`src/rtl/pipe_reg_pkg.sv`:
```
// ============================================================================
// Module      : pipe_reg_pkg
// Description : Shared widths, occupancy type and occupancy helper for the
//               pipeline stage register.
// Revision    : 1.0
// ============================================================================
`default_nettype none

package pipe_reg_pkg;

  localparam int DEFAULT_DATA_WIDTH = 32;
  localparam int DEFAULT_CTRL_WIDTH = 8;

  typedef logic [1:0] occ_t;

  // Entry count after an edge; flush wins over any push or pop.
  function automatic occ_t occ_next(input occ_t occ, input logic push,
                                    input logic pop, input logic flush);
    occ_t r;
    if (flush) r = '0;
    else       r = occ + occ_t'(push) - occ_t'(pop);
    return r;
  endfunction

endpackage

`default_nettype wire

```
`src/rtl/pipe_stage_slot.sv`:
```
// ============================================================================
// Module      : pipe_stage_slot
// Description : One valid/data/ctrl holding register with async reset and a
//               synchronous clear. Priority: clear, load, drop.
// Revision    : 1.0
// ============================================================================
`default_nettype none

module pipe_stage_slot #(
  parameter int DATA_WIDTH = 32,
  parameter int CTRL_WIDTH = 8
) (
  input  logic                  clk,
  input  logic                  rst,
  input  logic                  i_clr,
  input  logic                  i_load,
  input  logic                  i_drop,
  input  logic [DATA_WIDTH-1:0] i_data,
  input  logic [CTRL_WIDTH-1:0] i_ctrl,
  output logic                  o_valid,
  output logic [DATA_WIDTH-1:0] o_data,
  output logic [CTRL_WIDTH-1:0] o_ctrl
);

  logic                  r_valid;
  logic [DATA_WIDTH-1:0] r_data;
  logic [CTRL_WIDTH-1:0] r_ctrl;

  // Data/ctrl are only written on load, so a cleared slot keeps its last payload.
  always_ff @(posedge clk or posedge rst) begin
    if (rst) begin
      r_valid <= 1'b0;
      r_data  <= '0;
      r_ctrl  <= '0;
    end else if (i_clr) begin
      r_valid <= 1'b0;
    end else if (i_load) begin
      r_valid <= 1'b1;
      r_data  <= i_data;
      r_ctrl  <= i_ctrl;
    end else if (i_drop) begin
      r_valid <= 1'b0;
    end
  end

  assign o_valid = r_valid;
  assign o_data  = r_data;
  assign o_ctrl  = r_ctrl;

endmodule

`default_nettype wire

```
`src/rtl/pipe_stage_reg.sv`:
```
// ============================================================================
// Module      : pipe_stage_reg
// Description : Valid/ready pipeline stage register with flush. Define
//               PIPE_STAGE_SKID_EN for a 2-deep skid version with registered
//               IN_READY; otherwise depth 1 with combinational IN_READY.
// Revision    : 1.0
// ============================================================================
`default_nettype none

module pipe_stage_reg
  import pipe_reg_pkg::*;
#(
  parameter int DATA_WIDTH = DEFAULT_DATA_WIDTH,
  parameter int CTRL_WIDTH = DEFAULT_CTRL_WIDTH
) (
  input  logic                  CLK,
  input  logic                  RESET,
  input  logic                  FLUSH,
  input  logic                  IN_VALID,
  output logic                  IN_READY,
  input  logic [DATA_WIDTH-1:0] IN_DATA,
  input  logic [CTRL_WIDTH-1:0] IN_CTRL,
  output logic                  OUT_VALID,
  input  logic                  OUT_READY,
  output logic [DATA_WIDTH-1:0] OUT_DATA,
  output logic [CTRL_WIDTH-1:0] OUT_CTRL,
  output occ_t                  OCCUPANCY
);

  logic                  w_head_valid;
  logic [DATA_WIDTH-1:0] w_head_data;
  logic [CTRL_WIDTH-1:0] w_head_ctrl;
  logic                  w_push;
  logic                  w_pop;

  assign w_pop = w_head_valid && OUT_READY;

`ifdef PIPE_STAGE_SKID_EN
  logic                  r_in_ready;
  logic                  w_skid_valid;
  logic [DATA_WIDTH-1:0] w_skid_data;
  logic [CTRL_WIDTH-1:0] w_skid_ctrl;
  logic                  w_main_load;
  logic                  w_main_drop;
  logic                  w_skid_load;
  logic                  w_skid_drop;
  occ_t                  w_occ;
  occ_t                  w_occ_next;

  assign IN_READY   = r_in_ready;
  assign w_push     = IN_VALID && r_in_ready;
  assign w_occ      = occ_t'(w_head_valid) + occ_t'(w_skid_valid);
  assign w_occ_next = occ_next(w_occ, w_push, w_pop, FLUSH);

  // Head refills from the skid slot first so order is preserved.
  assign w_main_load = (!w_head_valid || w_pop) && (w_skid_valid || w_push);
  assign w_main_drop = w_pop && !w_skid_valid && !w_push;
  assign w_skid_load = w_push && w_head_valid && !w_pop;
  assign w_skid_drop = w_pop && w_skid_valid;

  always_ff @(posedge CLK or posedge RESET) begin
    if (RESET) r_in_ready <= 1'b1;
    else       r_in_ready <= (w_occ_next != 2'd2);
  end

  pipe_stage_slot #(.DATA_WIDTH(DATA_WIDTH), .CTRL_WIDTH(CTRL_WIDTH)) u_main (
    .clk     (CLK),
    .rst     (RESET),
    .i_clr   (FLUSH),
    .i_load  (w_main_load),
    .i_drop  (w_main_drop),
    .i_data  (w_skid_valid ? w_skid_data : IN_DATA),
    .i_ctrl  (w_skid_valid ? w_skid_ctrl : IN_CTRL),
    .o_valid (w_head_valid),
    .o_data  (w_head_data),
    .o_ctrl  (w_head_ctrl)
  );

  pipe_stage_slot #(.DATA_WIDTH(DATA_WIDTH), .CTRL_WIDTH(CTRL_WIDTH)) u_skid (
    .clk     (CLK),
    .rst     (RESET),
    .i_clr   (FLUSH),
    .i_load  (w_skid_load),
    .i_drop  (w_skid_drop),
    .i_data  (IN_DATA),
    .i_ctrl  (IN_CTRL),
    .o_valid (w_skid_valid),
    .o_data  (w_skid_data),
    .o_ctrl  (w_skid_ctrl)
  );

  assign OCCUPANCY = w_occ;
`else
  assign IN_READY = !w_head_valid || OUT_READY;
  assign w_push   = IN_VALID && IN_READY;

  pipe_stage_slot #(.DATA_WIDTH(DATA_WIDTH), .CTRL_WIDTH(CTRL_WIDTH)) u_main (
    .clk     (CLK),
    .rst     (RESET),
    .i_clr   (FLUSH),
    .i_load  (w_push),
    .i_drop  (w_pop && !w_push),
    .i_data  (IN_DATA),
    .i_ctrl  (IN_CTRL),
    .o_valid (w_head_valid),
    .o_data  (w_head_data),
    .o_ctrl  (w_head_ctrl)
  );

  assign OCCUPANCY = {1'b0, w_head_valid};
`endif

  assign OUT_VALID = w_head_valid;
  assign OUT_DATA  = w_head_data;
  assign OUT_CTRL  = w_head_valid ? w_head_ctrl : '0;

endmodule

`default_nettype wire

```
`config.mk`:
```
export PLATFORM = sky130hd
export DESIGN_NAME = pipe_stage_reg
export DESIGN_NICKNAME = d
export VERILOG_FILES = /design/src/rtl/pipe_reg_pkg.sv /design/src/rtl/pipe_stage_slot.sv /design/src/rtl/pipe_stage_reg.sv
export SDC_FILE = /design/constraint.sdc
export NUM_CORES = 1
export LEC_CHECK = 0
export CORE_MARGIN = 2
export CORE_UTILIZATION = 42
export DETAILED_ROUTE_END_ITERATION = 6
export PLACE_DENSITY_LB_ADDON = 0.1
export SLEW_MARGIN = 15
export SYNTH_ARGS = -nofsm -noshare
export SYNTH_HDL_FRONTEND = slang
export SYNTH_HIERARCHICAL = 1
export SYNTH_SLANG_ARGS = --single-unit
```
`constraint.sdc`:
```
create_clock -name CLK -period 2.9 [get_ports CLK]
set_input_delay 0.58 -clock CLK [delete_from_list [all_inputs] [get_ports CLK]]
set_output_delay 0.58 -clock CLK [all_outputs]
set_load 0.02 [all_outputs]
```
======== Word-level counts from Yosys, hierarchy flattened ========
Index checks and enable logic that the tools add are counted.
word-level totals
  register bits ........................... 41
  input bits .............................. 45
  word-level logic and storage cells ...... 16
operators by class
  multiplexer cells ....................... 4
  bitwise operators ....................... 1
  reduce and logical (&&, ||, !) cells .... 8
operators with widths
  operator           count
  $mux 8             1
  $logic_and 1x1->1  3
  $mux 1             3
  $reduce_bool 3->1  1
  $logic_not 1->1    2
  $reduce_and 2->1   1
  $logic_or 1x1->1   1
  $not 1->1          1

======== Logic depth before layout (Yosys ltp) ========
  depth in word-level cells ............... 8
  gate-level depth with buffers ........... 5
  mapped depth without buffers ............ 4

======== Cells and area by module ========
The synthesis kept the hierarchy.
by module, submodules not included
  module           instances  cells an instance  area each (µm²)
  pipe_stage_slot  1          90                 1575.3
  pipe_stage_reg   1          15                 101.3

======== Least setup slack after synthesis ========
OpenSTA, ideal clock, no wires.
  path type ............................... input-to-reg
  from .................................... in OUT_READY
  to ...................................... reg u_main.r_ctrl[3], in the netlist u_main/o_ctrl[3]
  setup time .............................. 125 ps
  data arrival time ....................... 1588 ps
  required time ........................... 2775 ps
  slack ................................... 1187 ps
  stages .................................. 5
  buffers on the path ..................... 1
  path through ............................ nand2b_2 and2_1 nor2b_4 clkbuf_8 mux2_2
on the way
  word-level cells in the longest chain between the ends .. 3
RTL lines
  what                               RTL line               RTL
  start, declared                    pipe_stage_reg.sv:24   input logic OUT_READY,
  $logic_or 1x1->1                   pipe_stage_reg.sv:94   assign IN_READY = !w_head_valid || OUT_READY;
  $logic_and 1x1->1                  pipe_stage_reg.sv:95   assign w_push = IN_VALID && IN_READY;
  named net w_push                   pipe_stage_reg.sv:33   logic w_push;
  $reduce_and 2->1 (no source line)  -
  end signal, assigned               pipe_stage_slot.sv:40  r_ctrl <= i_ctrl;
  end, declared                      pipe_stage_slot.sv:27  logic [CTRL_WIDTH-1:0] r_ctrl;
The timed path passes the listed nets, and every way through them passes these cells.
A chain may end at the register's enable or synchronous reset.

======== Worst setup path after layout ========
  from .................................... in OUT_READY
  to ...................................... out IN_READY
on the way
  word-level cells in the longest chain between the ends .. 1
RTL lines
  what              RTL line              RTL
  $logic_or 1x1->1  pipe_stage_reg.sv:94
  end, declared     pipe_stage_reg.sv:20  output logic IN_READY,
Every way passes these cells.

==> results.cfg <==
[placed_design]
port_buffers = 87
dpl.hpwl_mm = 2.78
place_worst_setup_slack_ns = 0.546
placed_cells = 237
place.gp.congestion = 0.691

[clock_network]
cts_hold_buffers = 0
clkSlewWorstSetupHoldPaths_ns = 0.07
cts_resized = 0
numCtsBuffers = 5
post_cts_buffers = 0
cts_max_level = 2
cts_tree = done
cts_max_path_buffers = 2
cts-root-buf = clkbuf_8
clk_latency_ns = 0.28
cts.sinks = 41

[floorplan]
rows = 22
dieArea_um2 = 4510
start_util = 0.448
io_pins = 89
die_h_um = 67.2
coreArea_um2 = 3740
die_w_um = 67.2

[final_layout]
fillers = 306
diodes = 0
drive_gt1_frac = 0.294
multi_input_area_um2 = 573
post_layout_nonfiller_instances = 245
syn2layout_area_growth_pct = 57.5
register_area_um2 = 1030
nNetsFinal = 241

[global_route]
grt_start_max_net_pins = 42
grt_pass1_wl_mm = 5.75
grt_pass1_vias = 1262
overflow = 0
grt_usage = 0.176
antenna_found_initial = 0

[power]
power_mw = 1.59
power.leakage_nw = 1.09
ir_worst_vdd_v = 0.000350
p_per_area_nw_per_um2 = 601

[drt]
drt_iter0_markers = 30
wl_met2_mm = 1.88
drt-vias-per-instance = 4.63
vias = 1135
wl_met1_mm = 1.30
met3WireLength_um = 331
drtPass1Iterations = 3
postRouteAntennaNets = 0
post_drt_wl_per_cell_um = 14.6
wirelength_mm = 3.57
routed.top_layer = met4
drc_errors = 0

[synthesis]
synth_nets = 150
avgSynthCellArea_um2 = 16.0
yosysWarnings = 6
syn-instance-count = 105
seq_area_frac_synth = 0.612
ys_ff_latch = 41
synth_area_um2 = 1680
synth.distinct_cells = 15

[critical_path]
start_kind = primary input
critPathMaxFanout = 2
critical_path_class = primary input to primary output
crit_path_end_kind = primary output
worstPathArrival_ns = 1.77
cp.required_ns = 2.32

[timing]
drv_slew = 0
rsz0062_at_grt = false
finClkSkew_ns = 0.00343
worstMarginPinSlew_ns = 0.502
period_minus_slack_ns = 2.35
fin_crit_sh = 0.809
max_freq_ghz = 0.426
setup_viol = 0
fin_tns_setup_ns = 0
relSlewSlack = 0.665
hold_violations = 0
setup_ws_ns = 0.552

[job]
cap_violations = 0

[run_status]
run_status = complete, no violations

[min_path]
hp-class = flip-flop to flip-flop
-- power by group --
group          total (mW)  switching [mW]  internal [mW]
Clock               0.343           0.173          0.171
Combinational       0.519           0.218          0.301
Sequential          0.725          0.0529          0.672
-- layout by cell type (no fill, tap or decap), drive strengths merged --
| cell | Yosys | routed |
|---|---|---|
| inv | 2 | 2 |
| nand2b | 2 | 2 |
| nand2 | 1 | 1 |
| and2 | 9 | 9 |
| clkdlybuf4s50 | 0 | 87 |
| nor2 | 1 | 1 |
| a21oi | 1 | 1 |
| buf | 2 | 3 |
| mux2 | 40 | 40 |
| nor2b | 1 | 1 |
| clkbuf | 4 | 8 |
| conb | 1 | 1 |
| dfrtp | 41 | 41 |
-- sequential cells by signal, summed over array words and instances (netlist names) --
| signal | flops |
|---|---|
| u_main/o_data | 32 |
| u_main/o_valid | 1 |
| u_main/o_ctrl | 8 |
-- cells in the mapped netlist --
master | count | area [um2]
a21oi_1 | 1 | 5.00
and2_1 | 1 | 6.26
and2_2 | 8 | 60.1
buf_4 | 2 | 15.0
clkbuf_8 | 4 | 55.1
conb_1 | 1 | 3.75
dfrtp_1 | 41 | 1030
inv_1 | 2 | 7.51
mux2_2 | 37 | 417
mux2_4 | 3 | 45.0
nand2_1 | 1 | 3.75
nand2b_1 | 1 | 6.26
nand2b_2 | 1 | 8.76
nor2_1 | 1 | 3.75
nor2b_4 | 1 | 13.8
-- worst max-delay path, stage by stage --
cell	delay, ns
clkdlybuf4s50_1	0.47
nand2b_2	0.12
clkdlybuf4s50_1	0.60
-- area by class of cell --
| type | instances | share of cell area |
|---|---|---|
| clock buffer | 8 | 0.0303 |
| inverter | 2 | 0.00284 |
| multi-input combinational | 56 | 0.217 |
| tap | 48 | 0.0227 |
| timing repair buffer | 90 | 0.338 |
| sequential | 41 | 0.389 |
-- through the flow --
step | cell area (um2) | util | hold slack (ns)
6_report | 2640 | 0.705 | 0.503
2_1_floorplan | 1680 | - | 0.473
3_3_place_gp | 2560 | 0.684 | 0.482
5_1_grt | 2640 | 0.705 | 0.519
4_1_cts | 2640 | 0.705 | 0.508
3_5_place_dp | 2560 | 0.684 | 0.491
-- worst paths after layout --
kind	startpoint	to	slack, ns	cells past startpoint
worst max-delay path	OUT_READY	IN_READY	0.55	3
worst min-delay path	u_main/o_ctrl[3]	u_main/o_ctrl[3]	0.50	1
worst max register to register	u_main/o_valid	u_main/o_ctrl[5]	1.12	5
worst min register to register	u_main/o_ctrl[3]	u_main/o_ctrl[3]	0.50	1
max in group asynchronous	RESET	u_main/o_ctrl[7]	1.83	3
min in group asynchronous	RESET	u_main/o_data[7]	0.72	3
-- layer usage --
| layer | global-route usage | up-vias |
|---|---|---|
| met5 | 0 | - |
| met4 | 0.0689 | 0 |
| met3 | 0.0717 | 7 |
| met2 | 0.307 | 45 |
| met1 | 0.191 | 550 |
| li1 | - | 533 |
-- cells by family (layout without fill, tap and decap cells) --
family / after synthesis / after routing / synth area share
buf+inv: 8 / 100 / 0.0463
simple gates: 14 / 14 / 0.0612
compound gates: 1 / 1 / 0.00298
flops: 41 / 41 / 0.612
other cells: 1 / 1 / 0.00224
mux: 40 / 40 / 0.275
No activity file was read; power rests on OpenSTA's default activity.
